`config.mk`:
```
export PLATFORM = sky130hd
export DESIGN_NAME = pipe_hazard_ctrl_flat
export DESIGN_NICKNAME = d
export VERILOG_FILES = /design/src/rtl/pipe_hazard_ctrl_if.sv /design/src/rtl/pipe_hazard_ctrl.sv /design/src/flat_wrapper.sv
export SDC_FILE = /design/constraint.sdc
export NUM_CORES = 1
export LEC_CHECK = 0
export BUFFER_PORTS_ARGS = -buffer_cell sky130_fd_sc_hd__buf_2
export CAP_MARGIN = 20
export CORE_MARGIN = 2
export CORE_UTILIZATION = 30
export DETAILED_ROUTE_END_ITERATION = 16
export PLACE_DENSITY = 0.57
export SLEW_MARGIN = 40
export SYNTH_ARGS = -nofsm -noshare
export SYNTH_HDL_FRONTEND = slang
export SYNTH_SLANG_ARGS = --single-unit
```
`constraint.sdc`:
```
create_clock -name clk_i -period 4.45 [get_ports clk_i]
set_input_delay 0.89 -clock clk_i [delete_from_list [all_inputs] [get_ports clk_i]]
set_output_delay 0.89 -clock clk_i [all_outputs]
set_load 0.1 [all_outputs]
```
`src/rtl/pipe_hazard_ctrl_if.sv`:
```
// Handshake/control bundle between the pipeline datapath and the hazard sequencer.
// The master is the datapath side; the slave is pipe_hazard_ctrl.
interface pipe_hazard_ctrl_if #(
  parameter int CNT_W = 16
);
  logic             start_i;
  logic [4:0]       id_rs1_addr_i;
  logic [4:0]       id_rs2_addr_i;
  logic             id_uses_rs2_i;
  logic             ex_memread_i;
  logic [4:0]       ex_rd_addr_i;
  logic             mem_branch_taken_i;
  logic             mem_access_i;
  logic             mem_ack_i;

  logic             pc_write_o;
  logic             if_id_write_o;
  logic             id_ex_write_o;
  logic             ex_mem_write_o;
  logic             if_id_flush_o;
  logic             id_ex_flush_o;
  logic             ex_mem_flush_o;
  logic             mem_wb_bubble_o;
  logic             mem_req_o;
  logic             err_o;
  logic [CNT_W-1:0] stall_cnt_o;
  logic [CNT_W-1:0] flush_cnt_o;

  modport master (
    output start_i, id_rs1_addr_i, id_rs2_addr_i, id_uses_rs2_i, ex_memread_i,
           ex_rd_addr_i, mem_branch_taken_i, mem_access_i, mem_ack_i,
    input  pc_write_o, if_id_write_o, id_ex_write_o, ex_mem_write_o, if_id_flush_o,
           id_ex_flush_o, ex_mem_flush_o, mem_wb_bubble_o, mem_req_o, err_o,
           stall_cnt_o, flush_cnt_o
  );

  modport slave (
    input  start_i, id_rs1_addr_i, id_rs2_addr_i, id_uses_rs2_i, ex_memread_i,
           ex_rd_addr_i, mem_branch_taken_i, mem_access_i, mem_ack_i,
    output pc_write_o, if_id_write_o, id_ex_write_o, ex_mem_write_o, if_id_flush_o,
           id_ex_flush_o, ex_mem_flush_o, mem_wb_bubble_o, mem_req_o, err_o,
           stall_cnt_o, flush_cnt_o
  );
endinterface

```
`src/rtl/pipe_hazard_ctrl.sv`:
```
// Stall/flush sequencer for the 5-stage pipeline: load-use bubbles, MEM-resolved
// branch flushes, data-memory wait freezing with timeout, and saturating counters.
module pipe_hazard_ctrl #(
  parameter int TIMEOUT = 16,
  parameter int CNT_W   = 16
) (
  input  logic               clk_i,
  input  logic               rst_i,
  pipe_hazard_ctrl_if.slave  bus
);

  typedef enum logic [1:0] {IDLE, RUN, MEM_WAIT, HALT} state_t;

  localparam int                WAIT_W    = $clog2(TIMEOUT + 1) + 1;
  localparam logic [WAIT_W-1:0] TIMEOUT_V = WAIT_W'(TIMEOUT);
  localparam logic [CNT_W-1:0]  CNT_MAX   = '1;

  state_t            r_state;
  state_t            w_nextState;
  logic [WAIT_W-1:0] r_waitCnt;
  logic [WAIT_W-1:0] w_waitNext;
  logic              r_err;
  logic [CNT_W-1:0]  r_stallCnt;
  logic [CNT_W-1:0]  r_flushCnt;

  logic w_loadUse;
  logic w_pcWrite;
  logic w_ifIdWrite;
  logic w_idExWrite;
  logic w_exMemWrite;
  logic w_ifIdFlush;
  logic w_idExFlush;
  logic w_exMemFlush;
  logic w_bubble;
  logic w_memReq;
  logic w_flushEvt;
  logic w_stallEvt;

  assign w_loadUse = bus.ex_memread_i && (bus.ex_rd_addr_i != 5'd0) &&
                     ((bus.ex_rd_addr_i == bus.id_rs1_addr_i) ||
                      (bus.id_uses_rs2_i && (bus.ex_rd_addr_i == bus.id_rs2_addr_i)));

  assign w_waitNext = r_waitCnt + WAIT_W'(1);

  always_comb begin
    w_nextState  = r_state;
    w_pcWrite    = 1'b0;
    w_ifIdWrite  = 1'b0;
    w_idExWrite  = 1'b0;
    w_exMemWrite = 1'b0;
    w_ifIdFlush  = 1'b0;
    w_idExFlush  = 1'b0;
    w_exMemFlush = 1'b0;
    w_bubble     = 1'b0;
    w_memReq     = 1'b0;
    w_flushEvt   = 1'b0;

    case (r_state)
      IDLE: begin
        w_ifIdFlush  = 1'b1;
        w_idExFlush  = 1'b1;
        w_exMemFlush = 1'b1;
        w_bubble     = 1'b1;
        if (bus.start_i) w_nextState = RUN;
      end

      RUN: begin
        // A pending memory access outranks everything: it freezes the whole pipe.
        if (bus.mem_access_i) begin
          w_memReq = 1'b1;
          if (bus.mem_ack_i) begin
            w_pcWrite    = 1'b1;
            w_ifIdWrite  = 1'b1;
            w_idExWrite  = 1'b1;
            w_exMemWrite = 1'b1;
          end else begin
            w_bubble    = 1'b1;
            w_nextState = MEM_WAIT;
          end
        end else if (bus.mem_branch_taken_i) begin
          w_pcWrite    = 1'b1;
          w_ifIdWrite  = 1'b1;
          w_idExWrite  = 1'b1;
          w_exMemWrite = 1'b1;
          w_ifIdFlush  = 1'b1;
          w_idExFlush  = 1'b1;
          w_exMemFlush = 1'b1;
          w_flushEvt   = 1'b1;
        end else if (w_loadUse) begin
          w_idExWrite  = 1'b1;
          w_exMemWrite = 1'b1;
          w_idExFlush  = 1'b1;
        end else begin
          w_pcWrite    = 1'b1;
          w_ifIdWrite  = 1'b1;
          w_idExWrite  = 1'b1;
          w_exMemWrite = 1'b1;
        end
      end

      MEM_WAIT: begin
        if (bus.mem_ack_i) begin
          w_pcWrite    = 1'b1;
          w_ifIdWrite  = 1'b1;
          w_idExWrite  = 1'b1;
          w_exMemWrite = 1'b1;
          w_nextState  = RUN;
        end else begin
          w_bubble = 1'b1;
          if (w_waitNext >= TIMEOUT_V) w_nextState = HALT;
        end
      end

      HALT: begin
        w_ifIdFlush  = 1'b1;
        w_idExFlush  = 1'b1;
        w_exMemFlush = 1'b1;
        w_bubble     = 1'b1;
      end
    endcase
  end

  assign w_stallEvt = ((r_state == RUN) || (r_state == MEM_WAIT)) && !w_pcWrite;

  // The request cycle itself counts as the first waiting cycle.
  always_ff @(posedge clk_i) begin
    if (rst_i) begin
      r_state    <= IDLE;
      r_waitCnt  <= '0;
      r_err      <= 1'b0;
      r_stallCnt <= '0;
      r_flushCnt <= '0;
    end else begin
      r_state <= w_nextState;
      if ((r_state == RUN) && bus.mem_access_i && !bus.mem_ack_i) begin
        r_waitCnt <= WAIT_W'(1);
      end else if (r_state == MEM_WAIT) begin
        r_waitCnt <= bus.mem_ack_i ? '0 : w_waitNext;
      end
      if (w_nextState == HALT) r_err <= 1'b1;
      if (w_stallEvt && (r_stallCnt != CNT_MAX)) r_stallCnt <= r_stallCnt + CNT_W'(1);
      if (w_flushEvt && (r_flushCnt != CNT_MAX)) r_flushCnt <= r_flushCnt + CNT_W'(1);
    end
  end

  assign bus.pc_write_o      = w_pcWrite;
  assign bus.if_id_write_o   = w_ifIdWrite;
  assign bus.id_ex_write_o   = w_idExWrite;
  assign bus.ex_mem_write_o  = w_exMemWrite;
  assign bus.if_id_flush_o   = w_ifIdFlush;
  assign bus.id_ex_flush_o   = w_idExFlush;
  assign bus.ex_mem_flush_o  = w_exMemFlush;
  assign bus.mem_wb_bubble_o = w_bubble;
  assign bus.mem_req_o       = w_memReq;
  assign bus.err_o           = r_err;
  assign bus.stall_cnt_o     = r_stallCnt;
  assign bus.flush_cnt_o     = r_flushCnt;

endmodule

```
`src/flat_wrapper.sv`:
```
// flat-port wrapper written by rule: the top's interface ports become plain ports
module pipe_hazard_ctrl_flat 
#(
  parameter int TIMEOUT = 16,
  parameter int CNT_W   = 16
)
  (clk_i, rst_i, bus_start_i, bus_id_rs1_addr_i, bus_id_rs2_addr_i, bus_id_uses_rs2_i, bus_ex_memread_i, bus_ex_rd_addr_i, bus_mem_branch_taken_i, bus_mem_access_i, bus_mem_ack_i, bus_pc_write_o, bus_if_id_write_o, bus_id_ex_write_o, bus_ex_mem_write_o, bus_if_id_flush_o, bus_id_ex_flush_o, bus_ex_mem_flush_o, bus_mem_wb_bubble_o, bus_mem_req_o, bus_err_o, bus_stall_cnt_o, bus_flush_cnt_o);
  pipe_hazard_ctrl_if #(.CNT_W(CNT_W)) bus_i ();
  input  logic clk_i;
  input  logic rst_i;
  input wire logic [$bits(bus_i.start_i)-1:0] bus_start_i;
  input wire logic [$bits(bus_i.id_rs1_addr_i)-1:0] bus_id_rs1_addr_i;
  input wire logic [$bits(bus_i.id_rs2_addr_i)-1:0] bus_id_rs2_addr_i;
  input wire logic [$bits(bus_i.id_uses_rs2_i)-1:0] bus_id_uses_rs2_i;
  input wire logic [$bits(bus_i.ex_memread_i)-1:0] bus_ex_memread_i;
  input wire logic [$bits(bus_i.ex_rd_addr_i)-1:0] bus_ex_rd_addr_i;
  input wire logic [$bits(bus_i.mem_branch_taken_i)-1:0] bus_mem_branch_taken_i;
  input wire logic [$bits(bus_i.mem_access_i)-1:0] bus_mem_access_i;
  input wire logic [$bits(bus_i.mem_ack_i)-1:0] bus_mem_ack_i;
  output wire logic [$bits(bus_i.pc_write_o)-1:0] bus_pc_write_o;
  output wire logic [$bits(bus_i.if_id_write_o)-1:0] bus_if_id_write_o;
  output wire logic [$bits(bus_i.id_ex_write_o)-1:0] bus_id_ex_write_o;
  output wire logic [$bits(bus_i.ex_mem_write_o)-1:0] bus_ex_mem_write_o;
  output wire logic [$bits(bus_i.if_id_flush_o)-1:0] bus_if_id_flush_o;
  output wire logic [$bits(bus_i.id_ex_flush_o)-1:0] bus_id_ex_flush_o;
  output wire logic [$bits(bus_i.ex_mem_flush_o)-1:0] bus_ex_mem_flush_o;
  output wire logic [$bits(bus_i.mem_wb_bubble_o)-1:0] bus_mem_wb_bubble_o;
  output wire logic [$bits(bus_i.mem_req_o)-1:0] bus_mem_req_o;
  output wire logic [$bits(bus_i.err_o)-1:0] bus_err_o;
  output wire logic [$bits(bus_i.stall_cnt_o)-1:0] bus_stall_cnt_o;
  output wire logic [$bits(bus_i.flush_cnt_o)-1:0] bus_flush_cnt_o;
  assign bus_i.start_i = bus_start_i;
  assign bus_i.id_rs1_addr_i = bus_id_rs1_addr_i;
  assign bus_i.id_rs2_addr_i = bus_id_rs2_addr_i;
  assign bus_i.id_uses_rs2_i = bus_id_uses_rs2_i;
  assign bus_i.ex_memread_i = bus_ex_memread_i;
  assign bus_i.ex_rd_addr_i = bus_ex_rd_addr_i;
  assign bus_i.mem_branch_taken_i = bus_mem_branch_taken_i;
  assign bus_i.mem_access_i = bus_mem_access_i;
  assign bus_i.mem_ack_i = bus_mem_ack_i;
  assign bus_pc_write_o = bus_i.pc_write_o;
  assign bus_if_id_write_o = bus_i.if_id_write_o;
  assign bus_id_ex_write_o = bus_i.id_ex_write_o;
  assign bus_ex_mem_write_o = bus_i.ex_mem_write_o;
  assign bus_if_id_flush_o = bus_i.if_id_flush_o;
  assign bus_id_ex_flush_o = bus_i.id_ex_flush_o;
  assign bus_ex_mem_flush_o = bus_i.ex_mem_flush_o;
  assign bus_mem_wb_bubble_o = bus_i.mem_wb_bubble_o;
  assign bus_mem_req_o = bus_i.mem_req_o;
  assign bus_err_o = bus_i.err_o;
  assign bus_stall_cnt_o = bus_i.stall_cnt_o;
  assign bus_flush_cnt_o = bus_i.flush_cnt_o;
  pipe_hazard_ctrl #(.TIMEOUT(TIMEOUT), .CNT_W(CNT_W)) u_core (.clk_i(clk_i), .rst_i(rst_i), .bus(bus_i));
endmodule
```
==> results.sh <==
export IMPL_synthCells=287
export IMPL_critPathMaxStageDelay_ns=0.53
export IMPL_power_density_nw_per_um2=306
export IMPL_final_max_slew_viol_count=0
export IMPL_hold_buffers=0
export IMPL_final_setup_tns_ns=0
export IMPL_core_um2=7650
export IMPL_grt_antenna_before_repair=0
export IMPL_drt_initial_drc_count=97
export IMPL_status="finished clean"
export IMPL_worst_path_max_fanout=3
export IMPL_ys_top_cells_by_area="dfxtp_1 (35%), xor2_1 (7.1%), nor2_1 (6.5%)"
export IMPL_wl_met2_mm=2.64
export IMPL_ys_warn_count=0
export IMPL_dp_cells=438
export IMPL_viasPerCell=4.96
export IMPL_fp_dieW_um=92.5
export IMPL_rrSetupSlack_ns=1.92
export IMPL_synth_edf_count=0
export IMPL_pwr_share_comb_pct=21.9
export IMPL_path_buf_inv=2
export IMPL_worstReg2RegStart="u_core.r_state[0]"
export IMPL_fin_skew_ns=0.00890
export IMPL_cts_sinks=41
export IMPL_dieArea_um2=8560
export IMPL_cap_violations=0
export IMPL_worstHoldPathCells=2
export IMPL_worst_setup_path_end_kind="output port"
export IMPL_yosysSeqAreaShare_pct=34.9
export IMPL_rsz0062_at_grt="no"
export IMPL_p_int_uw=581
export IMPL_crit_slowest_cell="or4_1"
export IMPL_cts_resized=0
export IMPL_irDropWorstVdd_mv=0.119
export IMPL_areaGrowthSynthToFinish_pct=21.4
export IMPL_worstSkewPairLatency_ns=0.29
export IMPL_required_ns=3.56
export IMPL_grt_first_pass_wirelength_mm=9.01
export IMPL_wl_per_cell_um=12.1
export IMPL_fillers=821
export IMPL_synth_area_leader_cell="dfxtp_1"
export IMPL_syn_area_um2=2350
export IMPL_tritoncts="done"
export IMPL_period_minus_slack_ns=3.31
export IMPL_register_area_um2=821
export IMPL_r2r_end="u_core.bus.stall_cnt_o[8]"
export IMPL_drt_met1_wl_mm=2.51
export IMPL_gp_congestion=0.709
export IMPL_ys_flop_type="dfxtp_1"
export IMPL_clk_pin_slew_ns=0.09
export IMPL_htree_levels=2
export IMPL_diodes=0
export IMPL_crit_type="input port to output port"
export IMPL_setup_viol=0
export IMPL_hold_class="flop to flop"
export IMPL_swShare_pct=33.5
export IMPL_port_buffer_count=64
export IMPL_fin_nets=373
export IMPL_grt_max_degree=49
export IMPL_final_cells=446
export IMPL_via_count=2213
export IMPL_slew_headroom_pct=59.8
export IMPL_clock_fmax_ghz=0.302
export IMPL_io_pins=65
export IMPL_grt_use_total_pct=12.7
export IMPL_fp_dieH_um=92.5
export IMPL_post_route_period_util_pct=74.3
export IMPL_cp_top_family="simple AND/OR/NAND/NOR gates"
export IMPL_initial_core_util_pct=30.7
export IMPL_dp_hpwl_mm=3.97
export IMPL_cts_setup_buffers=0
export IMPL_path_cells="buf_2 -> or4_1 -> o211ai_1 -> nor2_1 -> a21boi_2 -> buf_2"
export IMPL_ant_nets=0
export IMPL_route_met3_wl_um=230
export IMPL_switchingPower_uw=293
export IMPL_worst_pin_slew_ns=0.603
export IMPL_grt_overflow=0
export IMPL_synth_nets=317
export IMPL_top_layer="met4"
export IMPL_hold_viol=0
export IMPL_cts_root_buf="clkbuf_8"
export IMPL_ff2ff_path_depth=7
export IMPL_start_kind="input port"
export IMPL_clkPwrFrac_pct=35.0
export IMPL_ys_types=44
export IMPL_p_leak_nw=1.20
export IMPL_final_layout_size_suffix_gt1_share_pct=23.3
export IMPL_cp_arrival_ns=2.42
export IMPL_avgSynthCellArea_um2=8.19
export IMPL_drt_wl_total_mm=5.41
export IMPL_rows=32
export IMPL_crit_top_cell="buf_2"
export IMPL_clockBufferDepth=2
export IMPL_async_reset_ff_share_pct=0
export IMPL_multi_input_area_um2=1430
export IMPL_hold_end="u_core.bus.err_o"
export IMPL_holdCritStartpoint="u_core.bus.err_o"
export IMPL_grt_pass1_vias=2041
export IMPL_numCtsBuffers=5
export IMPL_drc_errors=0
export IMPL_ys_ff_latch=41
export IMPL_synth_top_cell_area_share_pct=34.9
export IMPL_first_pass_iters=4
export IMPL_sequentialPowerShare_pct=43.1
[cells by family after synthesis]
family / share of synthesized area [%]
flip-flops: 34.9
buffers and inverters: 4.63
AO/OA/AOI/OAI: 13.4
XOR/XNOR: 9.31
multiplexers: 4.74
adder cells (fa/ha/maj): 3.73
AND/OR/NAND/NOR: 29.3
[power by group through the flow]
stage	Sequential, mW	Combinational [mW]	Clock, mW
floorplan	0.403	0.142	0
global placement	0.386	0.190	0
detailed placement	0.386	0.192	0
CTS	0.377	0.192	0.317
global route	0.378	0.204	0.329
finish	0.377	0.191	0.307
[cells in the mapped netlist (all sizes together), types with 3 or more instances]
| library cell | instances |
|---|---|
| a21oi | 15 |
| ha | 7 |
| nor4 | 8 |
| nor3 | 6 |
| nand3 | 10 |
| xnor2 | 6 |
| nor2b | 11 |
| or4 | 5 |
| clkbuf | 11 |
| nor2 | 41 |
| xor2 | 19 |
| dfxtp | 41 |
| nand2 | 18 |
| and4 | 4 |
| nand4 | 9 |
| inv | 9 |
| mux2 | 9 |
| nand2b | 3 |
| o31ai | 4 |
| o21ai | 9 |
| buf | 4 |
| a22oi | 4 |
| and3 | 10 |
[worst reg2reg max path, stage by stage (launching register included)]
cell and delay (ns):
dfxtp_1 0.41, inv_1 0.10, ha_1 0.33, a21oi_1 0.25, nand2_1 0.08, o32a_2 0.50, nor4_1 0.40, mux2_1 0.35
[through the flow]
step	util (%)	total power, mW	instance area, um2	setup WS (ns)	hold slack (ns)
4_1_cts	37.3	0.886	2850	1.13	0.476
5_1_grt	37.3	0.912	2850	1.09	0.499
3_5_place_dp	35.8	0.577	2740	1.13	0.452
3_3_place_gp	35.7	0.576	2730	1.15	0.446
2_1_floorplan	-	0.546	2360	0.0601	0.444
6_report	37.3	0.875	2850	1.14	0.469
[how the worst max path moves through the flow]
stage,startpoint,end,depth (start not counted)
CTS,bus_ex_rd_addr_i[0],bus_if_id_write_o,6
detailed placement,bus_ex_rd_addr_i[0],bus_if_id_write_o,6
global route,bus_ex_rd_addr_i[0],bus_if_id_write_o,6
finish,bus_ex_rd_addr_i[0],bus_if_id_write_o,6
floorplan,bus_mem_access_i,bus_pc_write_o,5
global placement,bus_ex_rd_addr_i[0],bus_if_id_write_o,6
[flip-flops by register name, indices dropped and copies added (netlist names)]
name / flops
u_core.bus.err_o: 1
u_core.bus.flush_cnt_o: 16
u_core.bus.stall_cnt_o: 16
u_core.r_state: 2
u_core.r_waitCnt: 6
[area by class of cell]
cell class | instances | area share (%)
Inverter | 9 | 1.18
Clock inverter | 3 | 1.62
Sequential cell | 41 | 28.8
Tap cell | 102 | 4.47
Multi-Input combinational cell | 222 | 50.2
Clock buffer | 5 | 2.41
Timing Repair Buffer | 64 | 11.3
[routing by layer]
metal | vias to the layer above | track usage, %
li1 | 1135 | -
met2 | 32 | 22.0
met5 | - | 0
met3 | 2 | 3.25
met1 | 1044 | 15.7
met4 | 0 | 3.11
[cells in the final DEF, fill, tap and decap left out, types with 3 or more instances in the layout]
| master | Yosys | final |
|---|---|---|
| buf_2 | 0 | 63 |
| a22oi_1 | 4 | 4 |
| xnor2_1 | 6 | 6 |
| clkbuf_8 | 0 | 5 |
| mux2_1 | 8 | 8 |
| nor4_1 | 8 | 8 |
| nand3_1 | 10 | 10 |
| xor2_1 | 19 | 19 |
| nor3_1 | 6 | 6 |
| nand2b_1 | 3 | 3 |
| o31ai_1 | 4 | 4 |
| and3_1 | 10 | 10 |
| or4_1 | 5 | 5 |
| and4_1 | 4 | 4 |
| nor2b_1 | 11 | 11 |
| nand2_1 | 18 | 18 |
| nand4_1 | 9 | 9 |
| dfxtp_1 | 41 | 41 |
| inv_1 | 9 | 9 |
| a21oi_1 | 15 | 13 |
| nor2_1 | 41 | 41 |
| ha_1 | 7 | 7 |
| o21ai_0 | 9 | 9 |
(Power assumes the default switching activity.)
